### src/rtl/reg_file_rename.sv
// Architectural register file with per-register ROB rename tags.
// Serves decoder operand reads combinationally and absorbs ROB allocate/commit traffic.
module reg_file_rename #(
  parameter int unsigned XLEN  = 32,
  parameter int unsigned ROB_W = 4,
  parameter int unsigned NREG  = 32
) (
  input  logic             clk,
  input  logic             rst,
  input  logic             rdy,
  input  logic             flush,
  input  logic [4:0]       rs1,
  input  logic [4:0]       rs2,
  output logic             rs1_busy,
  output logic             rs2_busy,
  output logic [ROB_W-1:0] rs1_ROB_pos,
  output logic [ROB_W-1:0] rs2_ROB_pos,
  output logic [XLEN-1:0]  rs1_val,
  output logic [XLEN-1:0]  rs2_val,
  input  logic             update_ROB_valid,
  input  logic [ROB_W-1:0] update_ROB_pos,
  input  logic [4:0]       update_ROB_rd,
  input  logic             commit_valid,
  input  logic [ROB_W-1:0] commit_ROB_pos,
  input  logic [4:0]       commit_rd,
  input  logic [XLEN-1:0]  new_val
);

  logic [XLEN-1:0]  val_q [NREG];
  logic [XLEN-1:0]  val_d [NREG];
  logic [ROB_W-1:0] tag_q [NREG];
  logic [ROB_W-1:0] tag_d [NREG];
  logic [NREG-1:0]  busy_q, busy_d;

  logic commit_en, update_en;

  assign commit_en = commit_valid && (commit_rd != 5'd0);
  assign update_en = update_ROB_valid && (update_ROB_rd != 5'd0);

  // Commit first, then update/flush so a same-cycle rename of the committed register wins.
  always_comb begin
    val_d  = val_q;
    tag_d  = tag_q;
    busy_d = busy_q;
    if (commit_en) begin
      val_d[commit_rd] = new_val;
      if (tag_q[commit_rd] == commit_ROB_pos) begin
        busy_d[commit_rd] = 1'b0;
      end
    end
    if (flush) begin
      busy_d = '0;
    end else if (update_en) begin
      busy_d[update_ROB_rd] = 1'b1;
      tag_d[update_ROB_rd]  = update_ROB_pos;
    end
  end

  always_ff @(posedge clk) begin
    if (rst) begin
      busy_q <= '0;
      for (int i = 0; i < int'(NREG); i++) begin
        val_q[i] <= '0;
        tag_q[i] <= '0;
      end
    end else if (rdy) begin
      busy_q <= busy_d;
      for (int i = 0; i < int'(NREG); i++) begin
        val_q[i] <= val_d[i];
        tag_q[i] <= tag_d[i];
      end
    end
  end

  // A commit that retires the current producer is forwarded in the same cycle.
  always_comb begin
    rs1_busy    = busy_q[rs1];
    rs1_ROB_pos = tag_q[rs1];
    rs1_val     = val_q[rs1];
    if (busy_q[rs1] && commit_valid && (commit_rd == rs1) && (commit_ROB_pos == tag_q[rs1])) begin
      rs1_busy = 1'b0;
      rs1_val  = new_val;
    end
  end

  always_comb begin
    rs2_busy    = busy_q[rs2];
    rs2_ROB_pos = tag_q[rs2];
    rs2_val     = val_q[rs2];
    if (busy_q[rs2] && commit_valid && (commit_rd == rs2) && (commit_ROB_pos == tag_q[rs2])) begin
      rs2_busy = 1'b0;
      rs2_val  = new_val;
    end
  end

endmodule

### config.mk
export PLATFORM = sky130hd
export DESIGN_NAME = reg_file_rename
export DESIGN_NICKNAME = d
export VERILOG_FILES = /design/src/rtl/reg_file_rename.sv
export SDC_FILE = /design/constraint.sdc
export NUM_CORES = 2
export LEC_CHECK = 0
export CAP_MARGIN = 10
export CORE_MARGIN = 10
export CORE_UTILIZATION = 55
export CTS_BUF_LIST = sky130_fd_sc_hd__clkbuf_16
export DETAILED_ROUTE_END_ITERATION = 10
export GPL_TIMING_DRIVEN = 0
export PLACE_DENSITY = 0.7
export SLEW_MARGIN = 25
export SYNTH_ARGS = -nofsm -noshare
export SYNTH_HDL_FRONTEND = slang
export SYNTH_SLANG_ARGS = --single-unit
export TNS_END_PERCENT = 30
### constraint.sdc
create_clock -name clk -period 8.9 [get_ports clk]
set_input_delay 2.225 -clock clk [delete_from_list [all_inputs] [get_ports clk]]
set_output_delay 2.225 -clock clk [all_outputs]
set_load 0.01 [all_outputs]
-- Yosys cells after proc, flatten, opt, wreduce, memory -nomap -nowiden
Index checks and enable logic that the tools add are counted.
- bits of input ports: 66
- output and inout bits: 74
- register bits after elaboration: 1184
- logic and storage cells: 143
- order comparisons: 12
- bitwise operators: 8
- muxes and demuxes: 37
- reduce and logical (&&, ||, !) cells: 16
- equality and inequality tests: 5
- operators with widths (kind ; number):
    $bwmux W1024 ; 1
    $mux W32 ; 11
    $bmux W32 S5 ; 2
    $demux W32 S5 ; 1
    $bwmux W128 ; 1
    $bmux W4 S5 ; 3
    $and A32 B32 Y32 ; 1
    $not A32 Y32 ; 1
    $or A32 B32 Y32 ; 1
    $mux W4 ; 7
    $ge A6 B6 Y1 const B ; 4
    $lt A5 B6 Y1 const B ; 4
    $not A5 Y6 ; 4
    $demux W4 S5 ; 1
    $eq A4 B4 Y1 ; 3
    $logic_and A1 B1 Y1 ; 12
    $lt A6 B1 Y1 const B ; 2
    $bmux W1 S5 ; 2
    $demux W1 S5 ; 2
    $eq A5 B5 Y1 ; 2
    $ge A5 B1 Y1 const B ; 2
    $reduce_bool A5 Y1 ; 2
    $mux W1 ; 6
    $reduce_and A3 Y1 ; 1
    other kinds (2) ; 2

-- Logic depth before layout (Yosys ltp)
- depth after elaboration: 11
- gate-level depth with buffers: 13
- gate-level depth less buffers: 7

-- Least setup slack after synthesis
No wires, ideal clock.
- path kind: input port to output port
- start point: in rs1[0]
- end point: out rs1_val[15]
- buffers on the path: 4
- required time: 6.675 ns
- data arrival time: 5.145 ns
- stages on the path: 8
- path slack: 1.530 ns
- path through: buf_2 clkbuf_1 clkbuf_1 buf_1 mux4_2 mux4_2 mux2_2 mux2_2
- cells in the longest elaborated chain, start to end: 7
- elaborated cells on any way between the ends: 15
- classes of those cells: 2 x eq/ne; 9 x mux; 1 x bitwise; 3 x reduce/logical
- ends and longest elaborated chain (what ; RTL line ; RTL):
    start: declaration ; 12 ; input logic [4:0] rs1,
    $not A5 Y6 (implied by the code) ; 79, 80 ;
    $bmux W4 S5 ; 80 ; if (busy_q[rs1] && commit_valid && (commit_rd == rs1) && (commit_ROB_pos == tag_q[rs1])) begin
    $mux W4 (implied by the code) (2 in a row) ; 80 ;
    $eq A4 B4 Y1 ; 80 ;
    $logic_and A1 B1 Y1 ; 80 ;
    $mux W32 (*) ; 80 ;
    end: declaration ; 18 ; output logic [XLEN-1:0] rs1_val,
Every way passes the cells marked *; elsewhere a longest branch is shown, timed or not. The select of a mux whose other input is x is not followed.

-- Worst setup path after layout
- start point: in rs2[4]
- end point: out rs2_val[7]
- cells in the longest elaborated chain, start to end: 7
- elaborated cells on any way between the ends: 15
- classes of those cells: 2 x eq/ne; 9 x mux; 1 x bitwise; 3 x reduce/logical
- ends and longest elaborated chain (what ; RTL line ; RTL):
    start: declaration ; 13 ; input logic [4:0] rs2,
    $not A5 Y6 (implied by the code) ; 89, 90 ;
    $bmux W4 S5 ; 90 ; if (busy_q[rs2] && commit_valid && (commit_rd == rs2) && (commit_ROB_pos == tag_q[rs2])) begin
    $mux W4 (implied by the code) (2 in a row) ; 90 ;
    $eq A4 B4 Y1 ; 90 ;
    $logic_and A1 B1 Y1 ; 90 ;
    $mux W32 (*) ; 90 ;
    end: declaration ; 19 ; output logic [XLEN-1:0] rs2_val,
Marked as above.

==> impl_results.md <==
* CP bufs+invs at 5
* Total track usage at 41.6%
* WHS at 0.464 ns
* Slew @ Worst Pin at 1.34 ns
* RSZ-0062 raised after global routing: true
* Drt first pass iters at 9
* Synthesized cell area at 61800 sq um
* Top cells by count, synth: nand2_1 (2183), dfxtp_1 (1184), a21oi_1 (1014), mux4_2 (744), clkbuf_1 (557)
* VDD IR max at 0.161 mV
* Pre-CTS setup slack at -0.762 ns
* Fmax achieved at 109 MHz
* Async S/R FF share, synth at 0%
* Clock latency on the worst-skew pair at 0.79 ns
* Post-route setup slack at -0.258 ns
* Root buffer cell: clkbuf_16
* DR top layer: met5
* Die H at 355 microns
* Crit Path Category: input port to output port
* Clock transition at the registers of the reported paths at 0.06 ns
* Crit Path Max Fanout at 10
* Pin count of the biggest net entering global routing at 20
* Clock skew at 0.0353 ns
* Initial Utilization at 55.6%
* Width of the die at 355 microns
* Detailed Route WL at 273000 microns
* Routed Antenna Nets at 0
* Most used flip-flop cell after synthesis: dfxtp_1
* Fin cells at 8368
* Post-synth top area cell: dfxtp_1
* Met2 WL post-DR at 110000 microns
* Max cap viols at 0
* Drt initial violations at 11289
* Synth area leaders: dfxtp_1 (38%), mux4_2 (27%), nand2_1 (13%), a21oi_1 (8.2%), clkbuf_1 (3.4%)
* Startpoint Class: input port
* Number of distinct library cells after synthesis at 49
* DRC Markers at 0
* Avg Cell Area, Syn at 9.51 sq um
* Final hold vios at 0
* Final min period at 9.16 ns
* Seq cells post-synth at 1184
* Vias per cell at 6.88
* FILL cells at 9541
* Slew Limit Headroom at 10.7%
* Post-synth top area share at 38.4%
* P&R area growth vs syn at 12.9%
* Worst min path class: register to register
* CORE AREA at 111000 sq um
* Failing checks: negative setup slack
* Most used cell, CP: clkdlybuf4s50_1
* Sequential share of the synthesized area at 38.4%
* CP required at 6.68 ns
* H-tree depth at 4
* RD Place Congestion at 1.12
* Max Buffers Root-to-Sink at 3
* Fin nets at 6835
* I/O Buffers at 128
* Max incr delay on CP at 0.77 ns
* Vias post-DR at 57594
* Num rows at 122
* Fin util at 62.8%
* Cells after synthesis at 6497
* Total grt overflow at 0
* Cell Chain, Critical Path: clkdlybuf4s50_1 > clkbuf_2 > nor2b_2 > nand2_1 > o2111ai_1 > nand4_1 > xor2_1 > or4_1 > buf_6 > buf_12 > mux2_4 > clkdlybuf4s50_1
* Initial antenna violation count at 16
* Syn_nets at 6563
* Slowest cell on the critical path: clkdlybuf4s50_1
* Final Instance Area at 69700 sq um
* Placed inst area at 65100 sq um
* Crit-path leading delay family: buffers and inverters
* Power Dens Cells at 173 nW/um^2
* Met3 Routed Length at 50600 microns
* Status: finished with violations
* Post-synth EDFFs at 0
* Leak at 0.0229 uW
* Arr. time, crit path at 6.93 ns
* Vias in the first global route at 53077
* CTS sink count at 1184
* M1 WL at 93700 microns
* First-pass GRT wire length at 377000 microns
* Critical path endpoint category: output port
* Dpl hpwl at 210000 microns
* TritonCTS clock tree: built
* Die ar. at 126000 sq um
* Final period util at 103%
* Max Slew Vio Count at 0
* Setup violators final at 36
* DR WL/cell at 32.6 microns
* Dpl cells at 8121
* CTS Buf Count at 134
* Synth Warn # at 0
* Layout cells sized above 1 at 17.7%
* Most numerous cell in the Yosys netlist: nand2_1
* I/O Pins at 140
timing repair:
item	4_1_cts	5_1_grt
gates resized for setup	87	60
buffers inserted	0	0
hold buffers	0	0
endpoints found under the setup margin	66	65
area by class of cell:
| type | count | area, sq um | area share [%] |
|---|---|---|---|
| clock inverter | 101 | 917 | 1.31 |
| tap | 1488 | 1860 | 2.67 |
| inverter | 8 | 31.3 | 0.0448 |
| sequential | 1184 | 23700 | 34.0 |
| buffer | 653 | 2870 | 4.12 |
| multi-input combinational | 4651 | 35500 | 50.9 |
| antenna | 9 | 22.5 | 0.0323 |
| clock buffer | 137 | 3430 | 4.92 |
| timing repair buffer | 137 | 1430 | 2.05 |
layout by cell type, fill, tap and decap left out, drive strengths merged, types with 8 or more instances in the layout:
| master | count |
|---|---|
| and3 | 8 |
| xnor2 | 9 |
| a21oi | 1014 |
| clkbuf | 699 |
| buf | 94 |
| inv | 35 |
| xor2 | 12 |
| nor2b | 59 |
| nand4 | 11 |
| mux2 | 100 |
| nor2 | 174 |
| mux2i | 135 |
| dfxtp | 1184 |
| nor3 | 8 |
| o21ai | 25 |
| bufinv | 16 |
| o211ai | 15 |
| clkdlybuf4s50 | 128 |
| mux4 | 750 |
| nand3 | 42 |
| clkinv | 53 |
| nand2 | 2183 |
| diode | 9 |
| a22oi | 26 |
| o311ai | 29 |
registers in the layout (all words and copies together) (netlist names):
| name | count |
|---|---|
| val_q | 1024 |
| tag_q | 128 |
| busy_q | 32 |
where the power goes:
part	switching, uW	total (uW)	internal (uW)
registers	16.3	5340	5320
logic	759	1040	281
clock network	2420	5670	3260
total	3190	12000	8860
metal layers:
metal / global-route usage (%) / up-vias
met5: 1.27 / -
met4: 23.3 / 18
met3: 22.3 / 1074
met2: 57.1 / 5167
met1: 51.6 / 27797
li1: - / 23538
worst reg2reg max path, stage by stage (launching register included):
cell	delay, ns
dfxtp_1	0.35
mux4_2	0.58
a22oi_1	0.30
nand4_1	0.21
xnor2_1	0.21
nand4_1	0.33
clkbuf_1	0.36
o311ai_0	0.41
o211ai_1	0.16
final timing paths:
kind / cells after the start / endpoint / slack [ns] / from
max reg2reg: 8 / busy_q[5] / 5.84 / tag_q[120]
min reg2reg: 2 / val_q[404] / 0.46 / val_q[404]
max: 12 / rs2_val[7] / -0.26 / rs2[4]
min: 2 / val_q[404] / 0.46 / val_q[404]
per-stage QoR:
stage,total power [uW],TNS (ns)
2_1_floorplan,5980,0
6_report,12000,-5.33
3_3_place_gp,6400,-59.01
3_5_place_dp,6410,-40.69
5_1_grt,12200,0
4_1_cts,11900,0
logic make-up (layout without fill, tap and decap cells):
group / count (synthesis) / in the layout / synth area share, %
AO/OA/AOI/OAI: 1122 / 1122 / 9.51
multiplexers: 985 / 985 / 31.6
flip-flops: 1184 / 1184 / 38.4
AND/OR/NAND/NOR: 2523 / 2523 / 16.0
other: 0 / 9 / 0
buffers and inverters: 662 / 1036 / 4.27
XOR/XNOR: 21 / 21 / 0.298
Power figures use the tool's default switching activity.
